$ cat config.mk
export PLATFORM = sky130hd
export DESIGN_NAME = pam4_tx
export DESIGN_NICKNAME = d
export VERILOG_FILES = /design/src/rtl/pam4_pkg.sv /design/src/rtl/pam4_prbs7.sv /design/src/rtl/pam4_tx.sv
export SDC_FILE = /design/constraint.sdc
export NUM_CORES = 1
export LEC_CHECK = 0
export ABC_AREA = 0
export CORE_MARGIN = 10
export CORE_UTILIZATION = 45
export CTS_BUF_LIST = sky130_fd_sc_hd__clkbuf_8
export DETAILED_ROUTE_END_ITERATION = 16
export PLACE_DENSITY_LB_ADDON = 0.05
export SLEW_MARGIN = 30
export SYNTH_ARGS = -nofsm -noshare
export SYNTH_HDL_FRONTEND = slang
export SYNTH_SLANG_ARGS = --single-unit
$ cat constraint.sdc
create_clock -name clk -period 4.59 [get_ports clk]
set_input_delay 0.918 -clock clk [delete_from_list [all_inputs] [get_ports clk]]
set_output_delay 0.918 -clock clk [all_outputs]
set_load 0.01 [all_outputs]
$ cat src/rtl/pam4_pkg.sv
// Shared PAM4 definitions: state enum, default level constants and the symbol-to-level mapping.
// Define PAM4_TX_GRAY_EN to switch data and training symbols from binary to Gray mapping.
package pam4_pkg;

    typedef enum logic [1:0] {
        IDLE  = 2'd0,
        DATA  = 2'd1,
        TRAIN = 2'd2
    } pam4_state_e;

    localparam int         DEFAULT_SEPARATION = 56;
    localparam int         LEVEL_L0           = -(DEFAULT_SEPARATION / 2) - DEFAULT_SEPARATION;
    localparam int         LEVEL_L1           = -(DEFAULT_SEPARATION / 2);
    localparam int         LEVEL_L2           = DEFAULT_SEPARATION / 2;
    localparam int         LEVEL_L3           = (DEFAULT_SEPARATION / 2) + DEFAULT_SEPARATION;
    localparam logic [6:0] PRBS7_SEED         = 7'h7F;

    // Levels are evenly spaced by sep, so the level index scales a single step.
    function automatic int pam4_level(input logic [1:0] sym, input int sep);
        logic [1:0] idx;
`ifdef PAM4_TX_GRAY_EN
        idx = {sym[1], sym[1] ^ sym[0]};
`else
        idx = sym;
`endif
        return -(sep / 2) - sep + int'(idx) * sep;
    endfunction

endpackage

$ cat src/rtl/pam4_prbs7.sv
// PRBS7 (x^7 + x^6 + 1) generator with seed load and a two-step advance per enable.
// Exposes only the top two bits, which form one PAM4 training symbol.
module pam4_prbs7
    import pam4_pkg::*;
(
    input  logic       clk,
    input  logic       rstn,
    input  logic       seed_load_i,
    input  logic       adv_i,
    output logic [1:0] sym_o
);

    logic [6:0] lfsr_q, lfsr_d;
    logic [6:0] step1;

    always_comb begin
        step1  = {lfsr_q[5:0], lfsr_q[6] ^ lfsr_q[5]};
        lfsr_d = lfsr_q;
        if (seed_load_i) begin
            lfsr_d = PRBS7_SEED;
        end else if (adv_i) begin
            lfsr_d = {step1[5:0], step1[6] ^ step1[5]};
        end
    end

    always_ff @(posedge clk) begin
        if (!rstn) begin
            lfsr_q <= PRBS7_SEED;
        end else begin
            lfsr_q <= lfsr_d;
        end
    end

    assign sym_o = lfsr_q[6:5];

endmodule

$ cat src/rtl/pam4_tx.sv
// PAM4 transmitter: serialises bytes into 4 symbols, or emits a PRBS7 training burst,
// adding half of the previous level as ISI. PAM4_TX_GRAY_EN selects Gray symbol mapping.
module pam4_tx
    import pam4_pkg::*;
#(
    parameter int SIGNAL_RESOLUTION = 8,
    parameter int SYMBOL_SEPERATION = 56,
    parameter int TRAIN_SYMBOLS     = 64
) (
    input  logic                                clk,
    input  logic                                rstn,
    input  logic [7:0]                          data_in,
    input  logic                                data_in_valid,
    output logic                                data_in_ready,
    input  logic                                train_start,
    output logic signed [SIGNAL_RESOLUTION-1:0] signal_out,
    output logic                                signal_out_valid,
    output logic signed [SIGNAL_RESOLUTION-1:0] train_data,
    output logic                                train_data_valid,
    output logic                                busy
);

    localparam int TCW     = $clog2(TRAIN_SYMBOLS + 1);
    localparam int OUT_MAX = (1 << (SIGNAL_RESOLUTION - 1)) - 1;
    localparam int OUT_MIN = -(1 << (SIGNAL_RESOLUTION - 1));

    typedef logic signed [SIGNAL_RESOLUTION-1:0] sample_t;

    pam4_state_e    state_q, state_d;
    logic [2:0]     sym_cnt_q, sym_cnt_d;
    logic [7:0]     shift_q, shift_d;
    logic [TCW-1:0] train_cnt_q, train_cnt_d;
    sample_t        hist_q, hist_d;
    sample_t        sig_q, sig_d;
    logic           sig_valid_q, sig_valid_d;
    sample_t        trn_q, trn_d;
    logic           trn_valid_q, trn_valid_d;

    logic           seed_load;
    logic           lfsr_adv;
    logic [1:0]     prbs_sym;
    logic           emit;
    logic [1:0]     sym;
    logic           accept;
    int             level;
    int             isi_sum;

    pam4_prbs7 u_prbs7 (
        .clk        (clk),
        .rstn       (rstn),
        .seed_load_i(seed_load),
        .adv_i      (lfsr_adv),
        .sym_o      (prbs_sym)
    );

    assign data_in_ready = (state_q != TRAIN) && (sym_cnt_q <= 3'd1)
                           && !(state_q == IDLE && train_start);
    assign accept        = data_in_valid && data_in_ready;
    assign busy          = (state_q != IDLE);

    always_comb begin
        state_d     = state_q;
        sym_cnt_d   = sym_cnt_q;
        shift_d     = shift_q;
        train_cnt_d = train_cnt_q;
        seed_load   = 1'b0;
        lfsr_adv    = 1'b0;
        emit        = 1'b0;
        sym         = 2'b00;

        unique case (state_q)
            IDLE: begin
                if (train_start) begin
                    state_d     = TRAIN;
                    seed_load   = 1'b1;
                    train_cnt_d = TCW'(TRAIN_SYMBOLS);
                end else if (accept) begin
                    state_d   = DATA;
                    shift_d   = data_in;
                    sym_cnt_d = 3'd4;
                end
            end
            DATA: begin
                emit      = 1'b1;
                sym       = shift_q[7:6];
                shift_d   = {shift_q[5:0], 2'b00};
                sym_cnt_d = sym_cnt_q - 3'd1;
                // A new byte may load on the same edge the last symbol leaves.
                if (accept) begin
                    shift_d   = data_in;
                    sym_cnt_d = 3'd4;
                end else if (sym_cnt_q == 3'd1) begin
                    state_d = IDLE;
                end
            end
            TRAIN: begin
                emit        = 1'b1;
                sym         = prbs_sym;
                lfsr_adv    = 1'b1;
                train_cnt_d = train_cnt_q - TCW'(1);
                if (train_cnt_q == TCW'(1)) begin
                    state_d = IDLE;
                end
            end
            default: state_d = IDLE;
        endcase

        level       = 0;
        isi_sum     = 0;
        hist_d      = '0;
        sig_d       = '0;
        sig_valid_d = 1'b0;
        trn_d       = '0;
        trn_valid_d = 1'b0;
        if (emit) begin
            level       = pam4_level(sym, SYMBOL_SEPERATION);
            isi_sum     = level + (int'(hist_q) >>> 1);
            hist_d      = sample_t'(level);
            sig_valid_d = 1'b1;
            if (isi_sum > OUT_MAX) begin
                sig_d = sample_t'(OUT_MAX);
            end else if (isi_sum < OUT_MIN) begin
                sig_d = sample_t'(OUT_MIN);
            end else begin
                sig_d = sample_t'(isi_sum);
            end
            if (state_q == TRAIN) begin
                trn_d       = sample_t'(level);
                trn_valid_d = 1'b1;
            end
        end
    end

    always_ff @(posedge clk) begin
        if (!rstn) begin
            state_q     <= IDLE;
            sym_cnt_q   <= 3'd0;
            shift_q     <= 8'd0;
            train_cnt_q <= '0;
            hist_q      <= '0;
            sig_q       <= '0;
            sig_valid_q <= 1'b0;
            trn_q       <= '0;
            trn_valid_q <= 1'b0;
        end else begin
            state_q     <= state_d;
            sym_cnt_q   <= sym_cnt_d;
            shift_q     <= shift_d;
            train_cnt_q <= train_cnt_d;
            hist_q      <= hist_d;
            sig_q       <= sig_d;
            sig_valid_q <= sig_valid_d;
            trn_q       <= trn_d;
            trn_valid_q <= trn_valid_d;
        end
    end

    assign signal_out       = sig_q;
    assign signal_out_valid = sig_valid_q;
    assign train_data       = trn_q;
    assign train_data_valid = trn_valid_q;

endmodule

# Word-level counts from Yosys, hierarchy flattened
# Cells that the tools add are included.
# op_classes
bitwise,4
n_reduce_logical,17
order_cmp,3
n_mux,24
n_addsub,4
n_eq_ne,12
multipliers,1
# ops
cell,n
8-bit 2-to-1 mux,4
8-bit case mux with 2 select lines,1
7-bit 2-to-1 mux,2
2-bit != test (second input constant),7
7-bit case mux with 2 select lines,1
10-bit by 7-bit adder with 11-bit output,1
11-bit by 8-bit greater-than comparator with 1-bit output (second input constant),1
11-bit by 8-bit less-than comparator with 1-bit output (second input constant),1
8-bit by 9-bit adder with 10-bit output (first input constant),1
2-bit 2-to-1 mux,5
3-bit 2-to-1 mux,3
7-bit by 1-bit == test with 1-bit output (second input constant),1
7-bit by 1-bit subtractor with 7-bit output (second input constant),1
2-bit case mux with 3 select lines,1
3-bit case mux with 2 select lines,1
3-bit AND reduction,2
2-bit nonzero test,3
2-bit by 3-bit multiplier with 5-bit output (second input constant),1
1-bit 2-to-1 mux,5
1-bit logical AND,4
2-bit case mux with 2 select lines,1
2-bit AND reduction,2
4-bit AND reduction,1
2-bit OR reduction,2
11 further kinds,13
# totals
output_inout_bits,20
input_bits,12
reg_bits,53
wordCells,76

# Depth between registers and ports, before layout
# logic_depth
word_depth,8
mapped_depth,16
ltp_nobuf,15

# Hierarchy
# From an unflattened synthesis, not the netlist that was laid out.
# hier_totals
cells_unflattened,272
area_unflattened_um2,2514.9
# by_module_without_submodules
module,area_each_um2,instances,seq_area_each_um2,cells_each
pam4_tx,2222.1,1,840.8,243
pam4_prbs7,292.8,1,140.1,29

# Least setup slack after synthesis
# Ideal clock, no wire load.
# synth_path
path_kind,register to register
from,register state_q[1]
to,register sig_q[4] (netlist: signal_out[4])
path_slack_ps,1144
setup_time_ps,96
path_stages_with_launch,17
arrival_ps,3350
period_less_slack_ps,3446
n_path_buf,1
required_ps,4494
cell_sequence,dfxtp_1 -> inv_1 -> ha_1 -> clkbuf_1 -> a22oi_1 -> nor2b_1 -> inv_1 -> ha_1 -> xnor2_1 -> inv_1 -> ha_1 -> nor2b_4 -> o2111a_1 -> o21a_4 -> nor4b_4 -> nor2_2 -> o41ai_2
# synth_via
elab_chain_len,8
elab_cells_between_ends,13
cone_classes,add/sub: 2; mul: 1; order compare: 2; eq/ne: 2; mux: 4; reduce/logical: 2
# synth_lines
item,line,rtl
from (decl),pam4_tx.sv:29,"pam4_state_e state_q, state_d;"
from (signal assigned),pam4_tx.sv:146,state_q <= state_d;
2-bit == test / 2-bit by 1-bit == test with 1-bit output (equally long branches),pam4_tx.sv:71,unique case (state_q)
2-bit case mux with 2 select lines,pam4_tx.sv:71,
2-bit by 3-bit multiplier with 5-bit output,pam4_pkg.sv:26,return -(sep / 2) - sep + int'(idx) * sep;
8-bit by 9-bit adder with 10-bit output,pam4_pkg.sv:26,
10-bit by 7-bit adder with 11-bit output,pam4_tx.sv:117,isi_sum = level + (int'(hist_q) >>> 1);
11-bit by 8-bit less-than comparator with 1-bit output,pam4_tx.sv:122,end else if (isi_sum < OUT_MIN) begin
8-bit 2-to-1 mux,pam4_tx.sv:122,
7-bit 2-to-1 mux,pam4_tx.sv:120,if (isi_sum > OUT_MAX) begin
to (signal assigned),pam4_tx.sv:151,sig_q <= sig_d;
to (decl),pam4_tx.sv:34,"sample_t sig_q, sig_d;"
# Several ways; a longest one is shown, not always the timed one.
# A chain may end at the register's enable or synchronous reset.

# Worst setup path after layout
# layout_path
from,register state_q[0]
to,register sig_q[1] (netlist: signal_out[1])
# Same word-level chain as after synthesis.

==> impl_metrics.toml <==
[setup_path]
critical_path.cell_chain = "inv_1, ha_1, a22oi_1, nor2b_1, inv_1, ha_1, xnor2_1, inv_1, ha_1, nor2b_4, o2111a_1, nor3_1, nor2_1, o211ai_2, o21ai_0"
required_ns = 4.77
worstSetupEndpointType = "flop"
worst_setup_path_start_kind = "flop"
arrival_ns = 3.95
crit_type = "reg -> reg"
cp_slowest_stage_delay_ns = 0.36
path_max_fanout = 9
path_delay_family = "adder cells"
slowest_stage = "ha_1"
crit_buf_inv = 3

[cells_and_area]
final_layout_size_suffix_gt1_share_pct = 7.67
area_delta_synth_final_pct = 17.4
diodes = 0
instances_no_fill = 370
final_area_mm2 = 0.00290
nets = 330

[sta]
timing.final.crit_share_pct = 82.1
hold_viol = 0
min_period_ns = 3.77
finalSetupViolCount = 0
slew_violations = 0
rsz0062_at_grt = "no"
tns_ns = 0
fmax_mhz = 265
relSlewSlack_pct = 50.4
fin_skew_ns = 0.00740
whs_ns = 0.448
worstMarginPinSlew_ns = 0.744

[synth]
synthCells = 272
ys_seq_elements = 49
synth_edf_count = 0
synth.cell_area_mm2 = 0.00247
async_flop_share_pct = 0
ys_types = 53
synth_flop_cell = "dfxtp_1"
yosys_warnings = 0
seq_area_frac_synth_pct = 39.7
syn_area_per_cell_um2 = 9.08

[power]
power_density_mw_per_mm2 = 482
vdd_ir_drop_max_mv = 0.181
power_mw = 1.40
leakage_nw = 1.30

[clocking]
cts_tree = "yes"
clk_pin_slew_ns = 0.09
insertion_delay_ns = 0.30
cts_buffers = 5
cts_sinks = 49
postCtsSetupRepairBufs = 0
htreeDepth = 2
cts_hold_buf = 0
clockBufferDepth = 2
clock-root-buffer = "clkbuf_8"
ctsResizeCount = 0

[place]
dp_hpwl_mm = 3.61
post_dp_cell_area_mm2 = 0.00281
globalplace.congestion = 0.780
io_buffers = 29
place_inst = 362

[route]
first_iter_violations = 55
via_per_inst = 4.91
wl_mm = 4.65
routedWlPerCell_um = 12.6
drt_first_pass_iters = 4
vias = 1818
ant_nets = 0
route.detailed.drc = 0

[floorplan]
core_mm2 = 0.00520
rows = 26
start_util_pct = 47.4
die_h_um = 94.1
die_w_um = 94.1
ioPinCount = 32
dieArea_mm2 = 0.00885

[grt]
grt_max_degree = 22
antenna_found_initial = 0
grt-ovfl-total = 0
grt_pass1_wl_mm = 7.83
grt_use_total_pct = 10.8
grt_pass1_vias = 1698

[hold_path]
worstHoldPathType = "reg -> reg"

[flow_run]
maxCapViolations = 0

[outcome]
status = "finished clean"
-- cell type report --
class,count,area [um^2]
clock buffers,5,68.8
clock inverters,3,21.3
fillers,499,2310
inverters,24,90.1
multi-input cells,188,1340
flip-flops and latches,49,981
well taps,70,87.6
repair buffers,31,305
-- path summary, 6_finish.rpt --
check	from	to	slack, ns	depth (start not counted)
max	state_q[0]$_SDFFE_PN0P_	signal_out[1]$_SDFF_PN0_	0.82	15
min	hist_q[2]$_SDFF_PN0_	signal_out[1]$_SDFF_PN0_	0.45	2
max reg2reg	state_q[0]$_SDFFE_PN0P_	signal_out[1]$_SDFF_PN0_	0.82	15
min reg2reg	hist_q[2]$_SDFF_PN0_	signal_out[1]$_SDFF_PN0_	0.45	2
-- tightest hold or removal path, delay by kind of cell (launching register included) --
| family | cells | cell delay (ns) |
|---|---|---|
| AO/OA/AOI/OAI | 1 | 0.06 |
| flip-flops | 1 | 0.31 |
| AND/OR/NAND/NOR | 1 | 0.04 |
-- where the power goes --
group	total, mW	internal (mW)	switching (mW)
clock	0.257	0.108	0.149
sequential	0.546	0.503	0.0431
combinational	0.594	0.283	0.311
-- cell usage after synthesis (3+ instances only) --
| library cell | count | share of area (%) |
|---|---|---|
| nor3_1 | 3 | 0.61 |
| clkbuf_1 | 5 | 0.76 |
| mux2i_1 | 5 | 2.0 |
| nand3_1 | 11 | 2.2 |
| xnor2_1 | 11 | 3.9 |
| ha_1 | 18 | 9.1 |
| and2_1 | 8 | 2.0 |
| nand2_1 | 29 | 4.4 |
| a31oi_1 | 3 | 0.76 |
| a21o_1 | 4 | 1.2 |
| xor2_1 | 4 | 1.4 |
| o21a_1 | 3 | 0.91 |
| dfxtp_1 | 49 | 40 |
| o211ai_1 | 3 | 0.91 |
| a21oi_1 | 5 | 1.0 |
| o31ai_1 | 3 | 0.91 |
| buf_2 | 4 | 0.81 |
| inv_1 | 24 | 3.6 |
| o21ai_0 | 13 | 2.6 |
| o211a_1 | 7 | 2.8 |
| nor2_1 | 21 | 3.2 |
-- layer usage --
metal  wire, um  GRT usage (%)  vias to the layer above  part of all wire [%]
met2       2060           16.5                       34                    44
met3        228           2.88                        7                   4.9
met4         68           4.56                        0                   1.5
met5          0              0                        -                     0
li1           -              -                      970                     -
met1       2290           13.8                      807                    49
-- sequential cells by signal (all words and copies together), names as in the netlist --
name	flops
state_q	2
shift_q	8
train_data_valid	1
signal_out	8
sym_cnt_q	3
train_data	6
u_prbs7.lfsr_q	7
signal_out_valid	1
hist_q	6
train_cnt_q	7
-- metrics by stage --
stage	setup WS [ns]	util, %
2_1_floorplan	1.14	-
3_3_place_gp	0.970	53.9
3_5_place_dp	0.819	53.9
4_1_cts	0.785	55.7
5_1_grt	0.394	55.7
6_report	0.820	55.7
-- kinds of logic (layout without fill, tap and decap cells) --
family,Yosys count,count (layout),share of synthesized area [%]
other,1,2,0.152
XOR/XNOR,15,15,5.32
AND/OR/NAND/NOR,90,90,18.1
adder cells (fa/ha/maj),19,19,9.93
multiplexers,5,5,2.03
buffers and inverters,36,63,5.98
AO/OA/AOI/OAI,57,57,18.7
flip-flops,49,49,39.7
-- cells in the final DEF, fill, tap and decap left out, types with 3 or more instances in the layout --
cell / count
mux2i_1: 5
ha_1: 18
xnor2_1: 11
o21ai_0: 13
o211ai_1: 3
dfxtp_1: 49
clkbuf_8: 5
a31oi_1: 3
clkdlybuf4s50_1: 29
nand2_1: 29
inv_1: 24
a21oi_1: 5
o211a_1: 7
nand3_1: 11
o31ai_1: 3
nor2_1: 21
and2_1: 8
nor3_1: 3
xor2_1: 4
a21o_1: 4
o21a_1: 3
Note: power is estimated with default switching activity, not from simulation.
